==> config.mk <==
export PLATFORM = sky130hd
export DESIGN_NAME = exec_sequencer
export DESIGN_NICKNAME = d
export VERILOG_FILES = /design/src/rtl/exec_sequencer_pkg.sv /design/src/rtl/exec_sequencer_watchdog.sv /design/src/rtl/exec_sequencer.sv
export SDC_FILE = /design/constraint.sdc
export NUM_CORES = 1
export LEC_CHECK = 0
export ABC_AREA = 1
export BUFFER_PORTS_ARGS = -buffer_cell sky130_fd_sc_hd__buf_2
export CAP_MARGIN = 0
export CORE_ASPECT_RATIO = 0.9
export CORE_MARGIN = 3
export CORE_UTILIZATION = 55
export CTS_BUF_LIST = sky130_fd_sc_hd__clkbuf_2 sky130_fd_sc_hd__clkbuf_4 sky130_fd_sc_hd__clkbuf_8
export CTS_CLUSTER_SIZE = 10
export DETAILED_ROUTE_END_ITERATION = 16
export MAX_ROUTING_LAYER = met4
export PLACE_DENSITY = 0.81
export SKIP_LAST_GASP = 1
export SLEW_MARGIN = 20
export SYNTH_ARGS = -nofsm -noshare
export SYNTH_HDL_FRONTEND = slang
export SYNTH_SLANG_ARGS = --single-unit
export TNS_END_PERCENT = 5
==> constraint.sdc <==
create_clock -name CLK -period 1.7 [get_ports CLK]
set_input_delay 0.255 -clock CLK [delete_from_list [all_inputs] [get_ports CLK]]
set_output_delay 0.255 -clock CLK [all_outputs]
set_load 0.02 [all_outputs]
==> src/rtl/exec_sequencer_pkg.sv <==
// Shared state encodings and width defaults for the execution sequencer.
package exec_sequencer_pkg;

   localparam int INSTR_BIT   = 8;
   localparam int SEQ_CNT_BIT = 16;

   typedef enum logic [1:0] {
      SEQ_IDLE  = 2'd0,
      SEQ_RUN   = 2'd1,
      SEQ_HALT  = 2'd2,
      SEQ_PAUSE = 2'd3
   } seq_state_e;

   // A program is considered active while executing or parked between single steps.
   function automatic logic seq_is_active(input seq_state_e st);
      return (st == SEQ_RUN) || (st == SEQ_PAUSE);
   endfunction

endpackage

==> src/rtl/exec_sequencer_watchdog.sv <==
// seq_watchdog: executed-instruction counter with clear, increment, saturation at
// MAX_CYCLES and a trip flag raised while the last budgeted instruction is current.
module seq_watchdog
   import exec_sequencer_pkg::*;
#(
   parameter int CNT_W      = SEQ_CNT_BIT,
   parameter int MAX_CYCLES = 65535
) (
   input  logic             clk_i,
   input  logic             rst_ni,
   input  logic             clr_i,
   input  logic             inc_i,
   output logic [CNT_W-1:0] cnt_o,
   output logic             trip_o
);

   localparam logic [CNT_W-1:0] MAX_C  = CNT_W'(MAX_CYCLES);
   localparam logic [CNT_W-1:0] LAST_C = CNT_W'(MAX_CYCLES - 1);
   localparam logic [CNT_W-1:0] ONE_C  = CNT_W'(1);

   logic [CNT_W-1:0] cnt_q;
   logic [CNT_W-1:0] cnt_d;

   // Next count: clear dominates, increment saturates at the budget.
   always_comb begin
      cnt_d = cnt_q;
      if (clr_i) begin
         cnt_d = '0;
      end else if (inc_i && (cnt_q != MAX_C)) begin
         cnt_d = cnt_q + ONE_C;
      end else begin
         cnt_d = cnt_q;
      end
   end

   // Counter register.
   always_ff @(posedge clk_i or negedge rst_ni) begin
      if (!rst_ni) begin
         cnt_q <= '0;
      end else begin
         cnt_q <= cnt_d;
      end
   end

   assign cnt_o  = cnt_q;
   assign trip_o = (cnt_q == LAST_C);

endmodule

==> src/rtl/exec_sequencer.sv <==
// Run-control FSM: owns the PC and the commit qualifier exec_en.
// Optional single-step mode is enabled by defining SEQ_SINGLE_STEP_EN.
module exec_sequencer
   import exec_sequencer_pkg::*;
#(
   parameter int INSTR_W    = INSTR_BIT,
   parameter int CNT_W      = SEQ_CNT_BIT,
   parameter int MAX_CYCLES = 65535
) (
   input  logic               CLK,
   input  logic               RST_N,
   input  logic               St,
   input  logic               jump,
   input  logic               PC_src,
   input  logic [INSTR_W-1:0] jump_addr,
   input  logic               halt_instr,
`ifdef SEQ_SINGLE_STEP_EN
   input  logic               step_mode,
   input  logic               step,
`endif
   output logic [INSTR_W-1:0] pc,
   output logic               exec_en,
   output logic               busy,
   output logic               done,
   output logic               timeout,
   output logic [CNT_W-1:0]   cycles
);

   localparam logic [INSTR_W-1:0] PC_ONE_C = INSTR_W'(1);

   seq_state_e         state_q, state_d;
   logic [INSTR_W-1:0] pc_q, pc_d;
   logic               busy_q, busy_d;
   logic               done_q, done_d;
   logic               timeout_q, timeout_d;
   logic               wd_clr_s, wd_inc_s, wd_trip_s;
   logic               step_rise_s;
   logic               step_pause_s;

   seq_watchdog #(
      .CNT_W      (CNT_W),
      .MAX_CYCLES (MAX_CYCLES)
   ) u_watchdog (
      .clk_i  (CLK),
      .rst_ni (RST_N),
      .clr_i  (wd_clr_s),
      .inc_i  (wd_inc_s),
      .cnt_o  (cycles),
      .trip_o (wd_trip_s)
   );

`ifdef SEQ_SINGLE_STEP_EN
   logic step_q;

   // Previous step level for rising-edge detection.
   always_ff @(posedge CLK or negedge RST_N) begin
      if (!RST_N) begin
         step_q <= 1'b0;
      end else begin
         step_q <= step;
      end
   end

   assign step_rise_s  = step & ~step_q;
   assign step_pause_s = step_mode;
`else
   assign step_rise_s  = 1'b0;
   assign step_pause_s = 1'b0;
`endif

   // Next-state and register updates; halt beats the watchdog, which beats a normal step.
   always_comb begin
      state_d   = state_q;
      pc_d      = pc_q;
      busy_d    = busy_q;
      done_d    = done_q;
      timeout_d = timeout_q;
      wd_clr_s  = 1'b0;
      wd_inc_s  = 1'b0;
      case (state_q)
         SEQ_IDLE, SEQ_HALT: begin
            if (St) begin
               state_d   = SEQ_RUN;
               pc_d      = '0;
               busy_d    = 1'b1;
               done_d    = 1'b0;
               timeout_d = 1'b0;
               wd_clr_s  = 1'b1;
            end else begin
               state_d = state_q;
            end
         end
         SEQ_RUN: begin
            if (halt_instr) begin
               state_d = SEQ_HALT;
               busy_d  = 1'b0;
               done_d  = 1'b1;
            end else if (wd_trip_s) begin
               state_d   = SEQ_HALT;
               busy_d    = 1'b0;
               done_d    = 1'b1;
               timeout_d = 1'b1;
               wd_inc_s  = 1'b1;
            end else begin
               wd_inc_s = 1'b1;
               if (PC_src && jump) begin
                  pc_d = jump_addr;
               end else begin
                  pc_d = pc_q + PC_ONE_C;
               end
               if (step_pause_s) begin
                  state_d = SEQ_PAUSE;
               end else begin
                  state_d = SEQ_RUN;
               end
            end
         end
         SEQ_PAUSE: begin
            if (step_rise_s || !step_pause_s) begin
               state_d = SEQ_RUN;
            end else begin
               state_d = SEQ_PAUSE;
            end
         end
         default: begin
            state_d = SEQ_IDLE;
            busy_d  = 1'b0;
         end
      endcase
   end

   // Sequencer state and registered outputs.
   always_ff @(posedge CLK or negedge RST_N) begin
      if (!RST_N) begin
         state_q   <= SEQ_IDLE;
         pc_q      <= '0;
         busy_q    <= 1'b0;
         done_q    <= 1'b0;
         timeout_q <= 1'b0;
      end else begin
         state_q   <= state_d;
         pc_q      <= pc_d;
         busy_q    <= busy_d;
         done_q    <= done_d;
         timeout_q <= timeout_d;
      end
   end

   assign exec_en = (state_q == SEQ_RUN) & ~halt_instr;
   assign pc      = pc_q;
   assign busy    = busy_q & seq_is_active(state_q);
   assign done    = done_q;
   assign timeout = timeout_q;

endmodule

### After elaboration in Yosys (flattened, before gate mapping)

Cells that the tools add are included.

| storage, ports and cells | value |
|---|---|
| bits in registers | 29 |
| input bits | 14 |
| output and inout port bits | 28 |
| logic and storage cells | 56 |

| operators by class | value |
|---|---|
| add/subtract/negate cells | 2 |
| equal/unequal tests | 10 |
| multiplexer cells | 25 |
| bitwise logic cells | 3 |
| reduce and logical (&&, ||, !) cells | 10 |

Operators by type and width:

| operator | number |
|---|---|
| 16-bit 2-to-1 mux | 2 |
| 8-bit 2-to-1 mux | 4 |
| 16-bit by 1-bit adder with 16-bit output (second input constant) | 1 |
| 16-bit equality test (second input constant) | 1 |
| 16-bit inequality test (second input constant) | 1 |
| 8-bit one-hot mux with 2 select lines | 1 |
| 1-bit 2-to-1 mux | 11 |
| 8-bit by 1-bit adder with 8-bit output (second input constant) | 1 |
| 4-bit AND reduction | 2 |
| 2-bit 2-to-1 mux | 3 |
| 2-bit inequality test (second input constant) | 3 |
| 1-bit one-hot mux with 2 select lines | 3 |
| 2-bit one-hot mux with 3 select lines | 1 |
| 2-bit equality test (second input constant) | 2 |
| 2-bit nonzero test | 2 |
| 3-bit by 2-bit inequality test with 1-bit output (second input constant) | 1 |
| 3-bit AND reduction | 1 |
| 1-bit bitwise AND | 2 |
| 2-bit by 1-bit equality test with 1-bit output (second input constant) | 1 |
| 1-bit logical AND | 2 |
| 2-bit logical NOT | 1 |
| 2-bit by 1-bit inequality test with 1-bit output (second input constant) | 1 |
| 2-bit OR reduction | 1 |
| 1-bit logical OR | 1 |
| 1-bit NOT | 1 |

### Logic depth before layout (Yosys ltp)

| depth | value |
|---|---|
| depth after elaboration | 5 |
| depth in mapped cells | 10 |
| gate-level depth less buffers | 9 |

### Modules after synthesis

A second synthesis with hierarchy kept.

| unflattened totals | value |
|---|---|
| cells, all modules | 268 |
| area total of the unflattened synthesis | 1839.3 um2 |

Modules (own cells, without submodules):

| module | times used | cells each | area an instance (um2) | sequential area each (um2) |
|---|---|---|---|---|
| seq_watchdog | 1 | 152 | 1068.5 | 400.4 |
| exec_sequencer | 1 | 116 | 770.7 | 325.3 |

### Worst setup path after synthesis

OpenSTA, ideal clock, no wires.

| timing path | value |
|---|---|
| kind | reg-to-reg |
| from | register u_watchdog.cnt_q[1] (netlist: u_watchdog.cnt_o[1]) |
| to | register u_watchdog.cnt_q[13] (netlist: u_watchdog.cnt_o[13]) |
| setup time | 0.118 ns |
| data arrival time | 1.524 ns |
| required time | 1.582 ns |
| slack | 0.058 ns |
| stages on the path, launching flop included | 10 |
| buffers on the path | 1 |
| clock period less this slack | 1.642 ns |
| path through | dfrtp_1 -> ha_1 -> inv_1 -> nor2_4 -> nand2_4 -> nor2_4 -> nor2_1 -> buf_2 -> nand4_1 -> nand2_1 |

| on the way | value |
|---|---|
| cells in the longest elaborated chain, start to end | 3 |

Ends and longest elaborated chain:

| what | line | RTL |
|---|---|---|
| start, declared | exec_sequencer_watchdog.sv:21 | `logic [CNT_W-1:0] cnt_q;` |
| start signal, assigned | exec_sequencer_watchdog.sv:41 | `cnt_q <= cnt_d;` |
| 16-bit by 1-bit adder with 16-bit output / 16-bit inequality test (equally long branches) | exec_sequencer_watchdog.sv:30, exec_sequencer_watchdog.sv:29 |  |
| 16-bit 2-to-1 mux / 1-bit logical AND (equally long branches) | exec_sequencer_watchdog.sv:29 | `end else if (inc_i && (cnt_q != MAX_C)) begin` |
| 16-bit 2-to-1 mux / 2-bit nonzero test (equally long branches) | - |  |

Several ways; a longest one is shown, not always the timed one. The select of a mux whose other input is x is not followed.
A chain may end at the register's enable or synchronous reset.

### Final worst setup path

| timing path | value |
|---|---|
| from | register u_watchdog.cnt_q[0] (netlist: u_watchdog.cnt_o[0]) |
| to | register u_watchdog.cnt_q[7] (netlist: u_watchdog.cnt_o[7]) |

Same word-level chain as after synthesis.

==> run_summary.xml <==
<?xml version="1.0" encoding="UTF-8"?>
<metrics>
  <group name="placed_design">
    <metric name="post-place-cells" unit="">365</metric>
    <metric name="gp_congestion" unit="">0.8684</metric>
    <metric name="worst_setup_timing_slack_at_the_placement_stage" unit="ps">-131.5</metric>
    <metric name="place.port_buffers" unit="">41</metric>
    <metric name="dpl.hpwl" unit="um">3427</metric>
  </group>
  <group name="timing">
    <metric name="relSlewSlack" unit="%">57.08</metric>
    <metric name="grt_setup_unrepaired" unit="">yes</metric>
    <metric name="max_freq" unit="MHz">620.0</metric>
    <metric name="timing.final.max_slew_violations" unit="">0</metric>
    <metric name="finalCritPeriodShare" unit="%">94.88</metric>
    <metric name="final.setup.worst_slack" unit="ps">87.03</metric>
    <metric name="final.setup_skew" unit="ps">4.501</metric>
    <metric name="worst_pin_slew" unit="ps">643.7</metric>
    <metric name="timing.final.crit_period" unit="ps">1613</metric>
    <metric name="fin_worst_hold_slack" unit="ps">179.5</metric>
    <metric name="hold_viol" unit="">0</metric>
    <metric name="setup-violations-final" unit="">0</metric>
  </group>
  <group name="synth">
    <metric name="synth.ff_latch_count" unit="">29</metric>
    <metric name="synth.top_cells.by_count" unit="">sky130_fd_sc_hd__nand2_1, sky130_fd_sc_hd__dfrtp_1, sky130_fd_sc_hd__nor2_1</metric>
    <metric name="synthesis.area_per_instance" unit="um2">7.003</metric>
    <metric name="asr_flop_ratio_synth" unit="%">100.0</metric>
    <metric name="yosys_most_used_dff" unit="">sky130_fd_sc_hd__dfrtp_1</metric>
    <metric name="synth_warnings" unit="">0</metric>
    <metric name="synth_seq_area_share" unit="%">40.17</metric>
    <metric name="synth.cell_area" unit="mm2">0.001807</metric>
    <metric name="synth_most_common_cell" unit="">sky130_fd_sc_hd__nand2_1</metric>
    <metric name="post_synth_inst_count" unit="">258</metric>
    <metric name="yosysTopAreaCell" unit="">sky130_fd_sc_hd__dfrtp_1</metric>
    <metric name="synth_fp_nets" unit="">275</metric>
    <metric name="synth-edff-count" unit="">0</metric>
    <metric name="synth.lib_cells_used.distinct" unit="">29</metric>
    <metric name="synthDominantCellAreaShare" unit="%">40.17</metric>
    <metric name="largest_cells_by_area_after_synthesis" unit="">sky130_fd_sc_hd__dfrtp_1, sky130_fd_sc_hd__nand2_1, sky130_fd_sc_hd__nor2_1</metric>
  </group>
  <group name="status">
    <metric name="status" unit="">finished clean</metric>
  </group>
  <group name="clock_tree">
    <metric name="cts_tree" unit="">built</metric>
    <metric name="clkSlewWorstSetupHoldPaths" unit="ps">90</metric>
    <metric name="clock_sinks" unit="">29</metric>
    <metric name="h_tree_depth" unit="">2</metric>
    <metric name="clock_insertion_delay_worst_skew" unit="ps">340</metric>
    <metric name="clockRootBuffer" unit="">sky130_fd_sc_hd__clkbuf_4</metric>
    <metric name="numCtsBuffers" unit="">5</metric>
    <metric name="clock_tree.buffer_depth" unit="">2</metric>
  </group>
  <group name="final_layout">
    <metric name="final_cell_count_no_fill" unit="">376</metric>
    <metric name="final_layout_size_suffix_gt1_share" unit="%">27.84</metric>
    <metric name="final_layout_net_count" unit="">350</metric>
    <metric name="fillerInstances" unit="">252</metric>
    <metric name="ant_diodes" unit="">0</metric>
    <metric name="flow.area_growth_from_synthesis" unit="%">30.19</metric>
  </group>
  <group name="global_routing">
    <metric name="grt_max_degree" unit="">30</metric>
    <metric name="global_route.usage.total" unit="%">25.75</metric>
    <metric name="antenna_found_initial" unit="">0</metric>
    <metric name="first_global_vias" unit="">1669</metric>
    <metric name="grt_first_pass_wirelength" unit="um">7555</metric>
    <metric name="globalRouteOverflowTotal" unit="">0</metric>
  </group>
  <group name="worst_setup_path">
    <metric name="timing.critical_path.arrival" unit="ps">1850</metric>
    <metric name="timing.rr.start" unit="">u_watchdog.cnt_o[0]</metric>
    <metric name="crit_path_end" unit="">u_watchdog.cnt_o[7]</metric>
    <metric name="rrSetupSlack" unit="ps">90</metric>
    <metric name="worstSetupPathType" unit="">flop to flop</metric>
    <metric name="path_delay_family" unit="">flip-flops</metric>
    <metric name="start_point_of_the_critical_path" unit="">u_watchdog.cnt_o[0]</metric>
    <metric name="critPathLaunchType" unit="">flop</metric>
    <metric name="critPathMaxStageDelay" unit="ps">400</metric>
    <metric name="slowest_stage" unit="">sky130_fd_sc_hd__dfrtp_1</metric>
    <metric name="critical_path.endpoint_type" unit="">flop</metric>
    <metric name="critical_path_depth" unit="">10</metric>
    <metric name="critical_path.max_fanout" unit="">14</metric>
    <metric name="r2r_end" unit="">u_watchdog.cnt_o[7]</metric>
    <metric name="worst-path-buf-inv" unit="">3</metric>
    <metric name="reg2reg_depth" unit="">10</metric>
    <metric name="critical_path.cell_chain" unit="">ha_1, inv_1, nor2_4, nand2_4, nor2_4, buf_4, o21ai_4, inv_4, nand2_1, nand2_1</metric>
    <metric name="critical_path_required" unit="ps">1930</metric>
  </group>
  <group name="die">
    <metric name="design.die.area" unit="mm2">0.004010</metric>
    <metric name="start_util" unit="%">58.46</metric>
    <metric name="std_cell_rows" unit="">19</metric>
    <metric name="standard_cell_core_area" unit="mm2">0.003090</metric>
    <metric name="die_height" unit="um">60.38</metric>
    <metric name="floorplan.io_pins" unit="">42</metric>
    <metric name="dieWidth" unit="um">66.42</metric>
  </group>
  <group name="pwr">
    <metric name="power.switching_fraction" unit="%">43.81</metric>
    <metric name="seqPwrFrac" unit="%">36.1</metric>
    <metric name="power_per_cell_area" unit="mW/mm2">1233</metric>
    <metric name="internal_power_contribution" unit="mW">1.630</metric>
    <metric name="net-switching-power" unit="mW">1.271</metric>
    <metric name="clk_network_pwr_share" unit="%">16.8</metric>
    <metric name="combPwrFrac" unit="%">47.1</metric>
    <metric name="leakage" unit="nW">1.311</metric>
    <metric name="ir_drop" unit="mV">1.038</metric>
  </group>
  <group name="route">
    <metric name="drt_pass1_iterations" unit="">4</metric>
    <metric name="detail_route.drc_violations" unit="">0</metric>
    <metric name="drt-vias-per-instance" unit="">5.146</metric>
    <metric name="dr_total_vias" unit="">1935</metric>
    <metric name="postRouteAntennaNets" unit="">0</metric>
    <metric name="drt_wl_total" unit="um">4640</metric>
    <metric name="drt_iter0_markers" unit="">170</metric>
    <metric name="post_drt_wl_per_cell" unit="um">12.34</metric>
  </group>
  <group name="min_path">
    <metric name="worstHoldPathType" unit="">input pin to flop</metric>
    <metric name="min_from" unit="">St</metric>
  </group>
  <group name="job">
    <metric name="timing.max_cap.violations" unit="">0</metric>
  </group>
</metrics>
==> through the flow <==
stage	area [um2]	util (%)	TNS (ps)	total power, mW
after floorplan	1807	-	0	1.868
after global placement	2247	72.71	-632.0	2.337
after detailed placement	2247	72.71	-1213	2.382
after CTS	2330	75.38	0	2.867
after global routing	2352	76.11	-85.72	3.124
final	2352	76.11	0	2.901
==> cells in the final DEF (no fill, tap or decap), types with 2 or more instances in the layout <==
| cell | n |
|---|---|
| sky130_fd_sc_hd__nand2_1 | 111 |
| sky130_fd_sc_hd__buf_2 | 41 |
| sky130_fd_sc_hd__dfrtp_1 | 29 |
| sky130_fd_sc_hd__buf_4 | 29 |
| sky130_fd_sc_hd__nor2_1 | 25 |
| sky130_fd_sc_hd__inv_1 | 20 |
| sky130_fd_sc_hd__nand3_1 | 16 |
| sky130_fd_sc_hd__nand4_1 | 10 |
| sky130_fd_sc_hd__o21ai_0 | 8 |
| sky130_fd_sc_hd__xor2_1 | 6 |
| sky130_fd_sc_hd__clkbuf_4 | 5 |
| sky130_fd_sc_hd__nor2_4 | 4 |
| sky130_fd_sc_hd__nor2_2 | 4 |
| sky130_fd_sc_hd__o21bai_1 | 3 |
| sky130_fd_sc_hd__ha_1 | 3 |
| sky130_fd_sc_hd__nand3b_1 | 2 |
| sky130_fd_sc_hd__or2_2 | 2 |
| sky130_fd_sc_hd__clkbuf_8 | 2 |
==> how the worst min path moves through the flow <==
stage	end	cells after the start
after global placement	u_watchdog.cnt_o[15]	1
final	state_q[0]	3
after global routing	state_q[0]	3
after floorplan	busy_q	0
after detailed placement	u_watchdog.cnt_o[11]	1
after CTS	state_q[0]	3
==> power by group through the flow <==
stage | sequential [mW] | clock (mW) | combinational, mW
3_3_place_gp | 1.05 | 0 | 1.29
2_1_floorplan | 1.27 | 0 | 0.595
3_5_place_dp | 1.06 | 0 | 1.33
5_1_grt | 1.08 | 0.539 | 1.51
6_report | 1.05 | 0.486 | 1.37
4_1_cts | 1.04 | 0.488 | 1.34
==> worst register-to-register path: stages (launching register included) <==
cell                      delay [ps]
sky130_fd_sc_hd__dfrtp_1         400
sky130_fd_sc_hd__ha_1            220
sky130_fd_sc_hd__inv_1           110
sky130_fd_sc_hd__nor2_4           60
sky130_fd_sc_hd__nand2_4          70
sky130_fd_sc_hd__nor2_4           50
sky130_fd_sc_hd__buf_4           140
sky130_fd_sc_hd__o21ai_4         200
sky130_fd_sc_hd__inv_4           120
sky130_fd_sc_hd__nand2_1          90
sky130_fd_sc_hd__nand2_1          60
==> sequential cells by signal (all words and copies together) (netlist names) <==
register,cells
u_watchdog.cnt_o,16
pc,8
state_q,2
busy_q,1
done,1
timeout,1
==> cells by family (layout without fill, tap and decap cells) <==
group	count (synthesis)	after routing	share of synthesized area [%]
simple gates	178	178	42.59
flops	29	29	40.17
buf+inv	26	102	6.024
compound gates	15	15	5.748
xor+xnor	7	7	3.393
fa+ha+maj	3	3	2.078
==> final cells by class <==
| type | count | area, um2 | area share, % |
|---|---|---|---|
| inverters | 23 | 88.84 | 3.777 |
| clock buffers | 7 | 65.06 | 2.766 |
| well taps | 42 | 52.55 | 2.234 |
| flip-flops and latches | 29 | 725.7 | 30.85 |
| clock inverters | 1 | 5.005 | 0.2128 |
| repair buffers | 71 | 432.9 | 18.40 |
| multi-input cells | 203 | 982.2 | 41.76 |
==> routing by layer <==
| layer | GRT usage (%) | up-vias | part of all wire (%) |
|---|---|---|---|
| li1 | - | 971 | - |
| met1 | 33.84 | 885 | 44 |
| met2 | 40.03 | 72 | 47 |
| met3 | 4.630 | 7 | 7.2 |
| met4 | 9.565 | 0 | 1.4 |
| met5 | - | - | 0 |
==> repair_timing <==
action	CTS	global route
hold buffers	1	0
gates resized for setup	1	2
endpoints found under the hold margin	29	0
setup endpoints to repair	12	22
buffers inserted	0	2
pin swaps	0	1
Power figures use the tool's default switching activity.
